File: config.mk
export PLATFORM = sky130hd
export DESIGN_NAME = sse_frame_ctrl
export DESIGN_NICKNAME = d
export VERILOG_FILES = /design/src/rtl/sse_frame_ctrl.sv
export SDC_FILE = /design/constraint.sdc
export NUM_CORES = 1
export LEC_CHECK = 0
export CAP_MARGIN = 0
export CORE_ASPECT_RATIO = 1.25
export CORE_MARGIN = 5
export CORE_UTILIZATION = 44
export DETAILED_ROUTE_END_ITERATION = 10
export PLACE_DENSITY = 0.7
export SLEW_MARGIN = 20
export SYNTH_ARGS = -nofsm -noshare
export SYNTH_HDL_FRONTEND = slang
export SYNTH_SLANG_ARGS = --single-unit
File: constraint.sdc
create_clock -name bus_clk -period 3.54 [get_ports bus_clk]
set_input_delay 1.062 -clock bus_clk [delete_from_list [all_inputs] [get_ports bus_clk]]
set_output_delay 1.062 -clock bus_clk [all_outputs]
set_load 0.005 [all_outputs]
File: src/rtl/sse_frame_ctrl.sv
// Frame sequencer for the ScaleSpaceExtrema core: select handoff, core reset pulse, one-frame
// input gating, output counting, and clean aborts on stream close or stall.
module sse_frame_ctrl #(
  parameter int unsigned IMG_PIXELS   = 307200,
  parameter int unsigned OUT_PIXELS   = 307200,
  parameter int unsigned CNT_W        = 20,
  parameter int unsigned RESET_CYCLES = 4,
  parameter int unsigned STALL_LIMIT  = 65535
) (
  input  logic        bus_clk,
  input  logic        reset_n,
  input  logic        streams_open,
  input  logic        sel_fifo_empty,
  output logic        sel_fifo_rden,
  input  logic        in_fifo_empty,
  output logic        in_fifo_rden,
  input  logic        out_fifo_full,
  output logic        out_fifo_wren,
  output logic        core_reset,
  output logic        core_select_valid,
  input  logic        core_select_ready,
  output logic        core_img_in_valid,
  input  logic        core_img_in_ready,
  input  logic        core_img_out_valid,
  output logic        core_img_out_ready,
  output logic        busy,
  output logic        frame_done,
  output logic        error,
  output logic [15:0] frame_count
);

  localparam int unsigned RstW   = (RESET_CYCLES > 1) ? $clog2(RESET_CYCLES) : 1;
  localparam int unsigned StallW = $clog2(STALL_LIMIT + 1);

  localparam logic [CNT_W-1:0]  ImgPix   = CNT_W'(IMG_PIXELS);
  localparam logic [CNT_W-1:0]  OutPix   = CNT_W'(OUT_PIXELS);
  localparam logic [RstW-1:0]   RstLast  = RstW'(RESET_CYCLES - 1);
  localparam logic [StallW-1:0] StallLim = StallW'(STALL_LIMIT);

  typedef enum logic [2:0] {StIdle, StCoreRst, StSelect, StStream, StDone} state_e;

  state_e              state_q, state_d;
  logic [CNT_W-1:0]    in_cnt_q, in_cnt_d;
  logic [CNT_W-1:0]    out_cnt_q, out_cnt_d;
  logic [StallW-1:0]   stall_cnt_q, stall_cnt_d;
  logic [RstW-1:0]     rst_cnt_q;
  logic                in_select, in_stream, stall_abort;

  // Handshakes are purely combinational so a transfer lands in the cycle both sides agree.
  always_comb begin
    in_select          = (state_q == StSelect);
    in_stream          = (state_q == StStream);
    core_select_valid  = in_select & ~sel_fifo_empty;
    sel_fifo_rden      = core_select_valid & core_select_ready;
    core_img_in_valid  = in_stream & ~in_fifo_empty & (in_cnt_q < ImgPix);
    in_fifo_rden       = core_img_in_valid & core_img_in_ready;
    core_img_out_ready = in_stream & ~out_fifo_full;
    out_fifo_wren      = in_stream & core_img_out_valid & ~out_fifo_full;
  end

  always_comb begin
    in_cnt_d    = in_cnt_q + CNT_W'(in_fifo_rden);
    out_cnt_d   = out_cnt_q + CNT_W'(out_fifo_wren);
    stall_cnt_d = (in_fifo_rden | out_fifo_wren) ? '0 : stall_cnt_q + 1'b1;
    stall_abort = in_stream & streams_open & (stall_cnt_d == StallLim);
    state_d     = state_q;
    unique case (state_q)
      StIdle:    if (!sel_fifo_empty && streams_open) state_d = StCoreRst;
      StCoreRst: if (rst_cnt_q == RstLast) state_d = StSelect;
      StSelect:  if (sel_fifo_rden) state_d = StStream;
      StStream: begin
        if (stall_abort) state_d = StIdle;
        else if (out_cnt_d == OutPix) state_d = StDone;
      end
      StDone:    state_d = StIdle;
      default:   state_d = StIdle;
    endcase
    // A closed stream overrides everything, including a simultaneous completion.
    if (state_q != StIdle && !streams_open) state_d = StIdle;
  end

  always_ff @(posedge bus_clk or negedge reset_n) begin
    if (!reset_n) begin
      state_q     <= StIdle;
      in_cnt_q    <= '0;
      out_cnt_q   <= '0;
      stall_cnt_q <= '0;
      rst_cnt_q   <= '0;
      core_reset  <= 1'b1;
      busy        <= 1'b0;
      frame_done  <= 1'b0;
      error       <= 1'b0;
      frame_count <= '0;
    end else begin
      state_q     <= state_d;
      in_cnt_q    <= in_stream ? in_cnt_d : '0;
      out_cnt_q   <= in_stream ? out_cnt_d : '0;
      stall_cnt_q <= in_stream ? stall_cnt_d : '0;
      rst_cnt_q   <= (state_q == StCoreRst) ? rst_cnt_q + 1'b1 : '0;
      core_reset  <= (state_d == StIdle) || (state_d == StCoreRst);
      busy        <= (state_d != StIdle);
      frame_done  <= (state_d == StDone);
      if (state_d == StDone) frame_count <= frame_count + 16'd1;
      if (stall_abort) error <= 1'b1;
      else if (state_d == StCoreRst && state_q != StCoreRst) error <= 1'b0;
    end
  end

endmodule

; Yosys cells after proc, flatten, opt, wreduce, memory -nomap -nowiden
; Cells that the tools add are included.
; W data, S select, Z words.
[totals]
regBits = 81
wordCells = 64
[op_classes]
add_sub_neg = 5
n_lt_le_gt_ge = 1
eq_ne = 9
n_mux = 14
n_bitwise = 14
reduce_logical = 11
[ops]
columns = cell, count
row1 = $add A20 B1 Y20, 2
row2 = $mux W20, 2
row3 = $add A16 B1 Y16 const B, 2
row4 = $mux W16, 2
row5 = $eq A20 B19 Y1 const B, 1
row6 = $lt A20 B19 Y1 const B, 1
row7 = $mux W3, 6
row8 = $eq A16 B16 Y1 const B, 1
row9 = $pmux W3 S4, 1
row10 = $and A1 B1 Y1, 10
row11 = $eq A3 B1 Y1 const B, 2
row12 = $eq A3 B2 Y1 const B, 2
row13 = $logic_not A3 Y1, 2
row14 = $reduce_bool A3 Y1, 2
row15 = $eq A3 B3 Y1 const B, 1
row16 = $logic_and A1 B1 Y1, 3
row17 = $ne A3 B1 Y1 const B, 1
row18 = $not A1 Y1, 3
row19 = $add A2 B1 Y2 const B, 1
row20 = $eq A2 B2 Y1 const B, 1
row21 = $logic_not A1 Y1, 2
row22 = $mux W1, 2
row23 = $mux W2, 1
row24 = $reduce_bool A2 Y1, 1
row25 = 2 further kinds, 2

; Longest topological paths before layout
; Gate-level depths: netlist (run 1).
[depth]
word_depth = 15
depth_mapped = 13
ltp_nobuf = 11

; Worst setup path after synthesis (run 1)
; Ideal clock, no wire load.
[synth_timing]
path_kind = input to register
start = input port out_fifo_full
end = register frame_count[1]
t_arrival_ps = 3704
required_ps = 3415
slack_ps = -289
path_stages = 11
path_buffers = 0
path_cell_list = nand2b_1 > nor2_1 > ha_1 > ha_1 > nand3_1 > nor4_4 > nand4_1 > a2111o_1 > nor4_4 > and4b_4 > mux2_4
[synth_via]
elab_chain_len = 10
elab_cells_between_ends = 13
[synth_rtl]
columns = element, line
row1 = start: declaration, 17  ; input logic out_fifo_full,
row2 = $not A1 Y1 *, 58  ; out_fifo_wren = in_stream & core_img_out_valid & ~out_fifo_full;
row3 = $and A1 B1 Y1 *, 58
row4 = net out_fifo_wren, 18  ; output logic out_fifo_wren,
row5 = branches (longest 4 deep; another with $add A20 B1 Y20), n/a
row6 = $mux W3 *, 72  ; if (stall_abort) state_d = StIdle;
row7 = $pmux W3 S4 *, 67  ; unique case (state_q)
row8 = $mux W3 *, 79  ; if (state_q != StIdle && !streams_open) state_d = StIdle;
row9 = net state_d[2], 42  ; state_e state_q, state_d;
row10 = $eq A3 B3 Y1 *, 103  ; if (state_d == StDone) frame_count <= frame_count + 16'd1;
row11 = end signal: assignment, 103
row12 = end: declaration, 29  ; output logic [15:0] frame_count
; Mark *: on every way through the listed nets, which the timed path passes.
; A chain may end at the register's enable or synchronous reset.

; Worst setup path in the final report (run 1)
[layout_timing]
start = input port out_fifo_full
end = register frame_count[1]
[layout_via]
elab_chain_len = 10
elab_cells_between_ends = 13
[layout_rtl]
columns = element, line
row1 = $not A1 Y1 *, 58
row2 = $and A1 B1 Y1 *, 58
row3 = branches (longest 4 deep; another with $add A20 B1 Y20), n/a
row4 = $mux W3 *, 72
row5 = $pmux W3 S4 *, 67
row6 = $mux W3 *, 79
row7 = net state_d[2], 42
row8 = $eq A3 B3 Y1 *, 103
; Marked as above.

==> results of run 1 <==
## Yosys cell counts, drive strengths merged, types with 7 or more instances
cell / n
ha: 7
and3: 17
buf: 11
nand2: 25
inv: 7
nor3: 23
nand3: 25
clkbuf: 9
nand4: 19
dfrtp: 80
nor2: 70
xnor2: 29
and2: 8
a21oi: 7
xor2: 38
nor4: 11
## cell families (layout without fill, tap and decap cells)
group,Yosys count,after routing,share of synthesized area
AO/OA/AOI/OAI,35,35,0.05609
XOR/XNOR,67,67,0.1322
adder cells (fa/ha/maj),7,7,0.01973
buffers and inverters,28,94,0.03438
flip-flops,81,81,0.4569
multiplexers,3,3,0.007891
AND/OR/NAND/NOR,232,232,0.2928
## final timing paths
path / to / slack [ns] / cells past startpoint
max: frame_count[1]$_DFFE_PN0P_ / 0.12 / 13
min: rst_cnt_q[0]$_DFF_PN0_ / 0.44 / 1
max reg2reg: state_q[1]$_DFF_PN0_ / 0.44 / 12
min reg2reg: rst_cnt_q[0]$_DFF_PN0_ / 0.44 / 1
max in group asynchronous: stall_cnt_q[11]$_DFF_PN0_ / 2.29 / 1
min in group asynchronous: in_cnt_q[13]$_DFF_PN0_ / 0.75 / 1
## stage by stage
step                  util  worst slack (ns)  cell area [um2]
detailed placement  0.5051           -0.5334             5052
CTS                 0.5480           0.02430             5482
global route        0.5508          -0.02776             5510
finish              0.5508            0.1226             5510
global placement    0.5051           -0.4351             5052
floorplan                -          0.001788             4462
## registers in the layout, indices dropped and copies added (netlist names)
signal and cells:
in_cnt_q 20, frame_count 16, out_cnt_q 20, stall_cnt_q 16
error 1, busy 1, core_reset 1, frame_done 1
state_q 3, rst_cnt_q 2
## cell type report
class | count | area, um2
multi-input combinational | 344 | 2349
sequential | 81 | 2028
fill | 881 | 4493
tap | 129 | 161.4
clock inverter | 4 | 76.32
clock buffer | 12 | 246.5
inverter | 7 | 26.28
timing repair buffer | 71 | 623.1
## cell usage in the layout (no fill, tap or decap), types with 3 or more instances in the layout
master | Yosys | routed
buf_4 | 2 | 35
nand4_1 | 18 | 18
and2_1 | 7 | 7
dfrtp_1 | 80 | 80
nor4_4 | 3 | 3
and3_1 | 16 | 15
a21oi_1 | 7 | 6
o21ai_0 | 5 | 5
dlygate4sd2_1 | 0 | 3
o211ai_1 | 4 | 4
and4_2 | 4 | 4
clkdlybuf4s50_1 | 0 | 30
nor3_1 | 23 | 21
nand2b_1 | 5 | 4
nor4_2 | 1 | 3
ha_1 | 7 | 5
buf_6 | 2 | 3
or3_1 | 4 | 4
nand3b_1 | 6 | 6
nor4_1 | 7 | 5
nand2_1 | 25 | 25
nor2_1 | 70 | 68
xor2_1 | 38 | 38
xnor2_1 | 29 | 29
inv_1 | 7 | 7
nand3_1 | 24 | 23
clkbuf_16 | 0 | 9
## worst reg2reg max path, stage by stage, from the launching register on
cell and delay, ns:
dfrtp_1 0.41, a2111oi_0 0.57, o211ai_1 0.22, buf_4 0.19, buf_4 0.12, buf_4 0.12, buf_4 0.13, nand4_1 0.11
nor4_1 0.06, and4_2 0.26, buf_6 0.16, or3_2 0.47, a31oi_1 0.19
## report_power, final
part / leakage, nW / switching [W] / internal (W)
clock: 0.153 / 0.000359 / 0.000638
combinational: 1.03 / 0.0000635 / 0.0000603
sequential: 1.12 / 0.0000261 / 0.000950
total: 2.30 / 0.000449 / 0.00165
## layer usage
metal / track usage / routed length [um] / up-vias
met3: 0.02899 / 256 / 22
met4: 0.08711 / 272 / 0
li1: - / - / 1709
met1: 0.2101 / 4155 / 1736
met2: 0.2780 / 4888 / 57
met5: 0 / 0 / -
## what timing repair did
action	4_1_cts	5_1_grt
pin swaps	10	9
setup buffers	9	0
endpoints found under the setup margin	8	12
endpoints found under the hold margin	0	0
gates cloned	0	0
hold buffers	0	0
gates resized for setup	10	7
==> metrics.cfg, run 1 <==
[outcome]
outcome = finished, final reports clean

[synth]
synth_nets = 469
yosys-top-cells-area = dfrtp_1, xor2_1, nor2_1
ys_types = 64
postSynthCellCount = 453
ys_seq_area_frac = 0.4569
yosysTopAreaCellShare = 0.4510
avgSynthCellArea_um2 = 9.800
async_reset_ff_frac = 1.000
synthFlopType = dfrtp_1
ys_ff_latch = 81
yosys_warnings = 0
synth_edf_count = 0
syn_area_um2 = 4439
yosys.area.top_type = dfrtp_1

[place]
hpwlAfterDp_um = 6656
routabilityCongestion = 0.8866
portBuffers = 34
dp.cells = 624

[cells_and_area]
drive_above_1_share = 0.1657
diodes = 0
nets = 530
final-instance-count-excl-fill = 648
area_delta_synth_final_pct = 24.13

[timing]
finalCritPeriodShare = 0.9654
worst_slew_pin_slew_ns = 0.7149
hold_viol_final = 0
setup_viol = 0
clock_skew_ns = 0.009745
slew_viol_final = 0
fmax_ghz = 0.2926
period_needed_ns = 3.417
relSlewSlack = 0.5234
holdWs_ns = 0.4410
fin_setup_tns_ns = 0

[grt]
grt_max_degree = 82
gr-total-overflow = 0
grt_pass1_wl_um = 16450
grt_pass1_vias = 3492
antenna_found_initial = 0
grt_usage = 0.1681

[clock_network]
cts.htree.levels = 3
cts_num_sinks = 81
clk-insertion-delay-late_ns = 0.34
clk_pin_slew_ns = 0.06
root_buffer = clkbuf_16
cts_tree = yes
cts_buffers = 9
cts_buffer_depth = 2

[die]
fp.dieH_um = 122.3
boundaryPins = 35
die_w_um = 99.84
fp-row-count = 41
die-area_um2 = 12210
coreArea_um2 = 10000
start_util = 0.4438

[setup_path]
worstPathRequired_ns = 3.76
rr_startpoint = in_cnt_q[13]$_DFF_PN0_
worstSetupStartpoint = out_fifo_full
critPathTopFamily = compound AO/OA/AOI/OAI gates
cp_cell_sequence = dlygate4sd2_1 -> nand2b_4 -> nor2_4 -> ha_4 -> ha_4 -> nand3_4 -> nor4_4 -> buf_4 -> a211o_2 -> a2111o_1 -> nor4_4 -> and4b_4 -> mux2_4
crit_fanout = 4
critical-path-max-stage-delay_ns = 0.45
start_kind = primary input
crit_type = in2reg
crit_arrival_ns = 3.64
critPathSlowestCell = a2111o_1
critPathCaptureType = flop
crit_buf_inv = 2

[pwr]
leakagePower_nw = 2.299
p_per_area_nw_per_um2 = 380.8
irDropWorstVdd_mv = 0.2202
total_power_w = 0.002098

[drt]
dr.pass1.iters = 5
ant_nets = 0
drc = 0
drt_wl_total_um = 9572
vias = 3524
viasPerCell = 5.438
detail_route.wl_per_cell_um = 14.77
dr.first_iter.drc_count = 141

[flow_run]
maxCapViolCount = 0

[hold_path]
hold_path.startpoint = rst_cnt_q[0]$_DFF_PN0_
hold_path_class = reg2reg

No activity file was read; power rests on OpenSTA's default activity.
==> run 2: changes to the inputs <==
--- a/config.mk
+++ b/config.mk
@@ -11,6 +11,7 @@
 export CORE_UTILIZATION = 44
 export DETAILED_ROUTE_END_ITERATION = 10
 export PLACE_DENSITY = 0.7
+export SETUP_SLACK_MARGIN = 0.3
 export SLEW_MARGIN = 20
 export SYNTH_ARGS = -nofsm -noshare
 export SYNTH_HDL_FRONTEND = slang
==> metrics.cfg, run 2 (synthesis gave the netlist of run 1 again) <==
[outcome]
outcome = finished, final reports clean

[grt]
grt_usage = 0.1710  ; +0.002991
grt_max_degree = 82  ; unchanged
grt_pass1_vias = 3650  ; +4.5%
gr-total-overflow = 0  ; unchanged
grt_pass1_wl_um = 17050  ; +3.6%
antenna_found_initial = 0  ; unchanged

[timing]
period_needed_ns = 3.223  ; -0.1944 ns
setup_viol = 0  ; unchanged
hold_viol_final = 0  ; unchanged
fin_ws_ns = 0.3170  ; +0.1944 ns
rsz0062_at_grt = yes
worst_slew_pin_slew_ns = 0.7495  ; +0.03460 ns
relSlewSlack = 0.5004  ; -0.02307
clock_skew_ns = 0.006152  ; -0.003593 ns
finalCritPeriodShare = 0.9105  ; -0.05491
fmax_ghz = 0.3103  ; +6.0%
slew_viol_final = 0  ; unchanged
holdWs_ns = 0.4424  ; +0.001383 ns

[clock_network]
cts.htree.levels = 3  ; unchanged
root_buffer = clkbuf_16
hold_buffers = 0  ; unchanged
clk_pin_slew_ns = 0.06  ; about the same
clk-insertion-delay-late_ns = 0.33  ; about the same
cts_buffers = 9  ; unchanged
cts_num_sinks = 81  ; unchanged
cts_tree = yes
cts_buffer_depth = 2  ; unchanged

[hold_path]
hold_end = rst_cnt_q[0]$_DFF_PN0_
hold_path.startpoint = rst_cnt_q[0]$_DFF_PN0_
hold_depth = 1  ; unchanged
hold_path_class = reg2reg

[die]
coreArea_um2 = 10000  ; unchanged
boundaryPins = 35  ; unchanged
die-area_um2 = 12210  ; unchanged
die_w_um = 99.84  ; unchanged
fp.dieH_um = 122.3  ; unchanged
start_util = 0.4438  ; unchanged
fp-row-count = 41  ; unchanged

[pwr]
p_switching_w = 0.0004494  ; +0.14%
pwr-share-comb = 0.056  ; -0.003
seqPwrFrac = 0.432  ; -0.033
clock_power_share = 0.512  ; +0.037
total_power_w = 0.002257  ; +7.6%
p_per_area_nw_per_um2 = 395.0  ; +3.7%
irDropWorstVdd_mv = 0.3251  ; +48%
leakagePower_nw = 2.411  ; +4.9%
swShare = 0.1991  ; -0.01479
internal_power_w = 0.001808  ; +9.6%

[cells_and_area]
reg.largest.list = in_cnt_q (20), out_cnt_q (20)
nets = 539  ; +1.7%
post-route-util = 0.5712  ; +0.02039
fillers = 847  ; -3.9%
drive_above_1_share = 0.2064  ; +0.04074
area_delta_synth_final_pct = 28.72
mostFrequentLayoutCells = dfrtp_1, nor2_1, buf_4
final_common_cell = dfrtp_1
diodes = 0  ; unchanged

[setup_path]
r2r_end = frame_count[13]$_DFFE_PN0P_
rrSetupSlack_ns = 0.44  ; about the same
worstSetupStartpoint = out_fifo_full
crit_type = in2reg
critPathCaptureType = flop
r2r_cells = 14  ; +2
worstPathRequired_ns = 3.76  ; about the same
critical-path-max-stage-delay_ns = 0.45  ; about the same
critPathSlowestCell = a2111o_1
rr_startpoint = state_q[0]$_DFF_PN0_
cp_cell_sequence = buf_6 -> nand2b_4 -> nor2_4 -> ha_4 -> ha_4 -> nand3_4 -> nor4_4 -> buf_4 -> a211o_2 -> a2111o_1 -> nor4_4 -> and4b_4 -> mux2_4
crit_fanout = 3  ; -1
start_kind = primary input
crit_arrival_ns = 3.44  ; -0.20 ns

[flow_run]
maxCapViolCount = 0  ; unchanged

[drt]
detail_route.wl_per_cell_um = 15.40  ; +4.3%
ant_nets = 0  ; unchanged
vias = 3605  ; +2.3%
viasPerCell = 5.487  ; +0.90%
drt_wl_total_um = 10120  ; +5.7%
dr.pass1.iters = 4  ; -1
drc = 0  ; unchanged
dr.first_iter.drc_count = 193  ; +37%

[place]
hpwlAfterDp_um = 6710  ; +0.81%
portBuffers = 34  ; unchanged
pre_cts_slack_ns = -0.4181  ; +0.1153 ns
routabilityCongestion = 0.8759  ; -1.2%

[run 2: power groups by stage]
stage,sequential [W],combinational [W],clock [W]
finish,0.000974,0.000127,0.00116
detailed placement,0.000989,0.000126,0
floorplan,0.000975,0.0000720,0
global placement,0.000989,0.000122,0
CTS,0.000973,0.000129,0.00118
global route,0.000976,0.000144,0.00122
[run 2: worst max-delay path, delay by kind of cell]
kind	cells	cell delay [ns]
buffers and inverters	2	0.21
and+or+nand+nor	6	0.73
AOI/OAI and AO/OA	2	0.79
muxes	1	0.29
adders and majority gates	2	0.35
[run 2: what timing repair did]
| item | CTS | global route |
|---|---|---|
| pin swaps | 11 | 16 |
| setup buffers | 13 | 6 |
| gates cloned | 0 | 1 |
| gates resized for setup | 18 | 26 |
| endpoints found under the setup margin | 25 | 32 |
[run 2: metrics by stage]
stage / instances / area [um2] / setup TNS [ns]
floorplan: 453 / 4493 / 0
finish: 657 / 5714 / 0
global placement: 621 / 5060 / -4.291
detailed placement: 621 / 5060 / -5.615
CTS: 650 / 5547 / 0
global route: 657 / 5714 / 0
[run 2: layout make-up]
type | count | area, um2 | area share
multi-input combinational | 344 | 2435 | 0.4261
sequential | 81 | 2028 | 0.3549
timing repair buffer | 80 | 685.7 | 0.1200
clock buffer | 11 | 252.7 | 0.04423
tap | 129 | 161.4 | 0.02825
clock inverter | 5 | 125.1 | 0.02190
inverter | 7 | 26.28 | 0.004598
[run 2: worst max-delay path by stage]
| stage | endpoint | depth (start not counted) |
|---|---|---|
| 5_1_grt | frame_count[14]$_DFFE_PN0P_ | 15 |
| 3_3_place_gp | frame_count[1]$_DFFE_PN0P_ | 12 |
| 4_1_cts | in_cnt_q[16]$_DFF_PN0_ | 16 |
| 3_5_place_dp | frame_count[1]$_DFFE_PN0P_ | 12 |
| 6_report | frame_count[1]$_DFFE_PN0P_ | 13 |
| 2_1_floorplan | frame_count[1]$_DFFE_PN0P_ | 11 |
[run 2: layer usage]
| metal | part of all wire | global-route usage |
|---|---|---|
| met1 | 0.45 | 0.2181 |
| met2 | 0.50 | 0.2859 |
| met3 | 0.029 | 0.03127 |
| met4 | 0.021 | 0.07003 |
| met5 | 0 | 0 |
==> run 3: changes to the inputs <==
--- a/config.mk
+++ b/config.mk
@@ -10,6 +10,7 @@
 export CORE_MARGIN = 5
 export CORE_UTILIZATION = 44
 export DETAILED_ROUTE_END_ITERATION = 10
+export GPL_TIMING_DRIVEN = 0
 export PLACE_DENSITY = 0.7
 export SETUP_SLACK_MARGIN = 0.3
 export SLEW_MARGIN = 20
==> metrics.cfg, run 3 (synthesis gave the netlist of run 1 again) <==
[setup_path]
worstPathRequired_ns = 3.77  ; about the same
r2r_cells = 14  ; unchanged
critPathCaptureType = flop
crit_arrival_ns = 3.62  ; +0.18 ns
rr_startpoint = state_q[0]$_DFF_PN0_
crit_type = in2reg
crit_fanout = 5  ; +2
worstSetupStartpoint = out_fifo_full
start_kind = primary input

[clock_network]
clk-insertion-delay-late_ns = 0.34  ; about the same
cts_num_sinks = 81  ; unchanged
cts.htree.levels = 3  ; unchanged
clk_pin_slew_ns = 0.06  ; about the same
cts_buffers = 9  ; unchanged
cts_tree = yes
cts_buffer_depth = 2  ; unchanged
root_buffer = clkbuf_16

[timing]
period_needed_ns = 3.391  ; +0.1684 ns
clock_skew_ns = 0.009353  ; +0.003201 ns
setup_viol = 0  ; unchanged
holdWs_ns = 0.4624  ; +0.02005 ns
slew_viol_final = 0  ; unchanged
rsz0062_at_grt = yes
hold_viol_final = 0  ; unchanged
fmax_ghz = 0.2949  ; -5.0%
worst_slew_pin_slew_ns = 0.5582  ; -0.1913 ns
fin_ws_ns = 0.1486  ; -0.1684 ns
finalCritPeriodShare = 0.9580  ; +0.04756
relSlewSlack = 0.6279  ; +0.1275

[cells_and_area]
drive_above_1_share = 0.2216  ; +0.01516
post-route-util = 0.5897  ; +0.01851
area_delta_synth_final_pct = 32.89
mostFrequentLayoutCells = dfrtp_1, nor2_1, xor2_1
nets = 548  ; +1.7%
reg.largest.list = in_cnt_q (20), out_cnt_q (20)
final-instance-count-excl-fill = 666  ; +1.4%
diodes = 0  ; unchanged
fin_area_um2 = 5899  ; +3.2%
final_common_cell = dfrtp_1

[drt]
vias = 3661  ; +1.6%
dr.pass1.iters = 4  ; unchanged
dr.first_iter.drc_count = 160  ; -17%
detail_route.wl_per_cell_um = 16.22  ; +5.3%
ant_nets = 0  ; unchanged
viasPerCell = 5.497  ; +0.18%
drt_wl_total_um = 10800  ; +6.7%
drc = 0  ; unchanged

[die]
fp.dieH_um = 122.3  ; unchanged
die_w_um = 99.84  ; unchanged
coreArea_um2 = 10000  ; unchanged
start_util = 0.4438  ; unchanged
die-area_um2 = 12210  ; unchanged
fp-row-count = 41  ; unchanged
boundaryPins = 35  ; unchanged

[pwr]
p_per_area_nw_per_um2 = 360.9  ; -8.6%
irDropWorstVdd_mv = 0.3719  ; +14%
leakagePower_nw = 2.462  ; +2.1%

[grt]
grt_pass1_vias = 3700  ; +1.4%
grt_max_degree = 42  ; -49%
gr-total-overflow = 0  ; unchanged
grt_usage = 0.1771  ; +0.006087
antenna_found_initial = 0  ; unchanged
grt_pass1_wl_um = 17530  ; +2.8%

[place]
portBuffers = 34  ; unchanged
hpwlAfterDp_um = 6799  ; +1.3%
placed_area_um2 = 5012  ; -0.94%
dp.cells = 617  ; -0.64%
routabilityCongestion = 0.8517  ; -2.8%
pre_cts_slack_ns = -0.7536  ; -0.3355 ns

[hold_path]
hold_path.startpoint = rst_cnt_q[0]$_DFF_PN0_
hold_path_class = reg2reg
hold_depth = 1  ; unchanged

[flow_run]
maxCapViolCount = 0  ; unchanged

[outcome]
outcome = finished, final reports clean

[run 3: where the power goes]
group	internal (W)	switching [W]	total [W]
sequential	0.000950	0.0000109	0.000961
combinational	0.0000698	0.0000843	0.000154
clock	0.000644	0.000370	0.00101
total	0.00166	0.000466	0.00213
[run 3: worst max-delay path, cell delays in order]
cell and delay, ns:
buf_6 0.07, nand2b_4 0.14, nor2_4 0.05, ha_4 0.18, ha_4 0.18, nand3_4 0.08
nor4_4 0.06, buf_4 0.14, buf_4 0.13, a211o_4 0.33, a2111o_1 0.40, nor4_4 0.22
and4b_4 0.29, mux2_4 0.29
[run 3: worst paths after layout]
path                                               to  slack, ns
hold reg to reg                rst_cnt_q[0]$_DFF_PN0_       0.46
max in group asynchronous        core_reset$_DFF_PN1_       2.15
setup / recovery           frame_count[1]$_DFFE_PN0P_       0.15
setup reg to reg           frame_count[1]$_DFFE_PN0P_       0.27
min in group asynchronous      in_cnt_q[17]$_DFF_PN0_       0.71
hold / removal                 rst_cnt_q[0]$_DFF_PN0_       0.46
[run 3: area by class of cell]
cell class	count	area (um2)
timing repair buffer	68	640.6
tap	129	161.4
fill	822	4104
clock buffer	15	297.8
sequential	81	2028
inverter	7	26.28
multi-input combinational	344	2544
clock inverter	1	30.03
buffer	21	171.4
[run 3: what timing repair did]
| item | CTS | global route |
|---|---|---|
| resized for setup | 58 | 25 |
| hold buffers | 0 | 0 |
| pin swaps | 19 | 22 |
| cloned | 0 | 2 |
| buffers inserted | 21 | 10 |
| endpoints found under the setup margin | 26 | 25 |
[run 3: metrics by stage]
step	total power (W)	TNS [ns]
after floorplan	0.001047	0
after global placement	0.001110	-135.71
after detailed placement	0.001118	-12.78
after CTS	0.002135	0
after global routing	0.002198	0
final	0.002129	0
[run 3: layer usage]
layer,part of all wire,track usage,up-vias
li1,-,-,1753
met1,0.43,0.2282,1812
met2,0.51,0.2959,78
met3,0.036,0.03468,18
met4,0.020,0.06405,0
met5,0,0,-
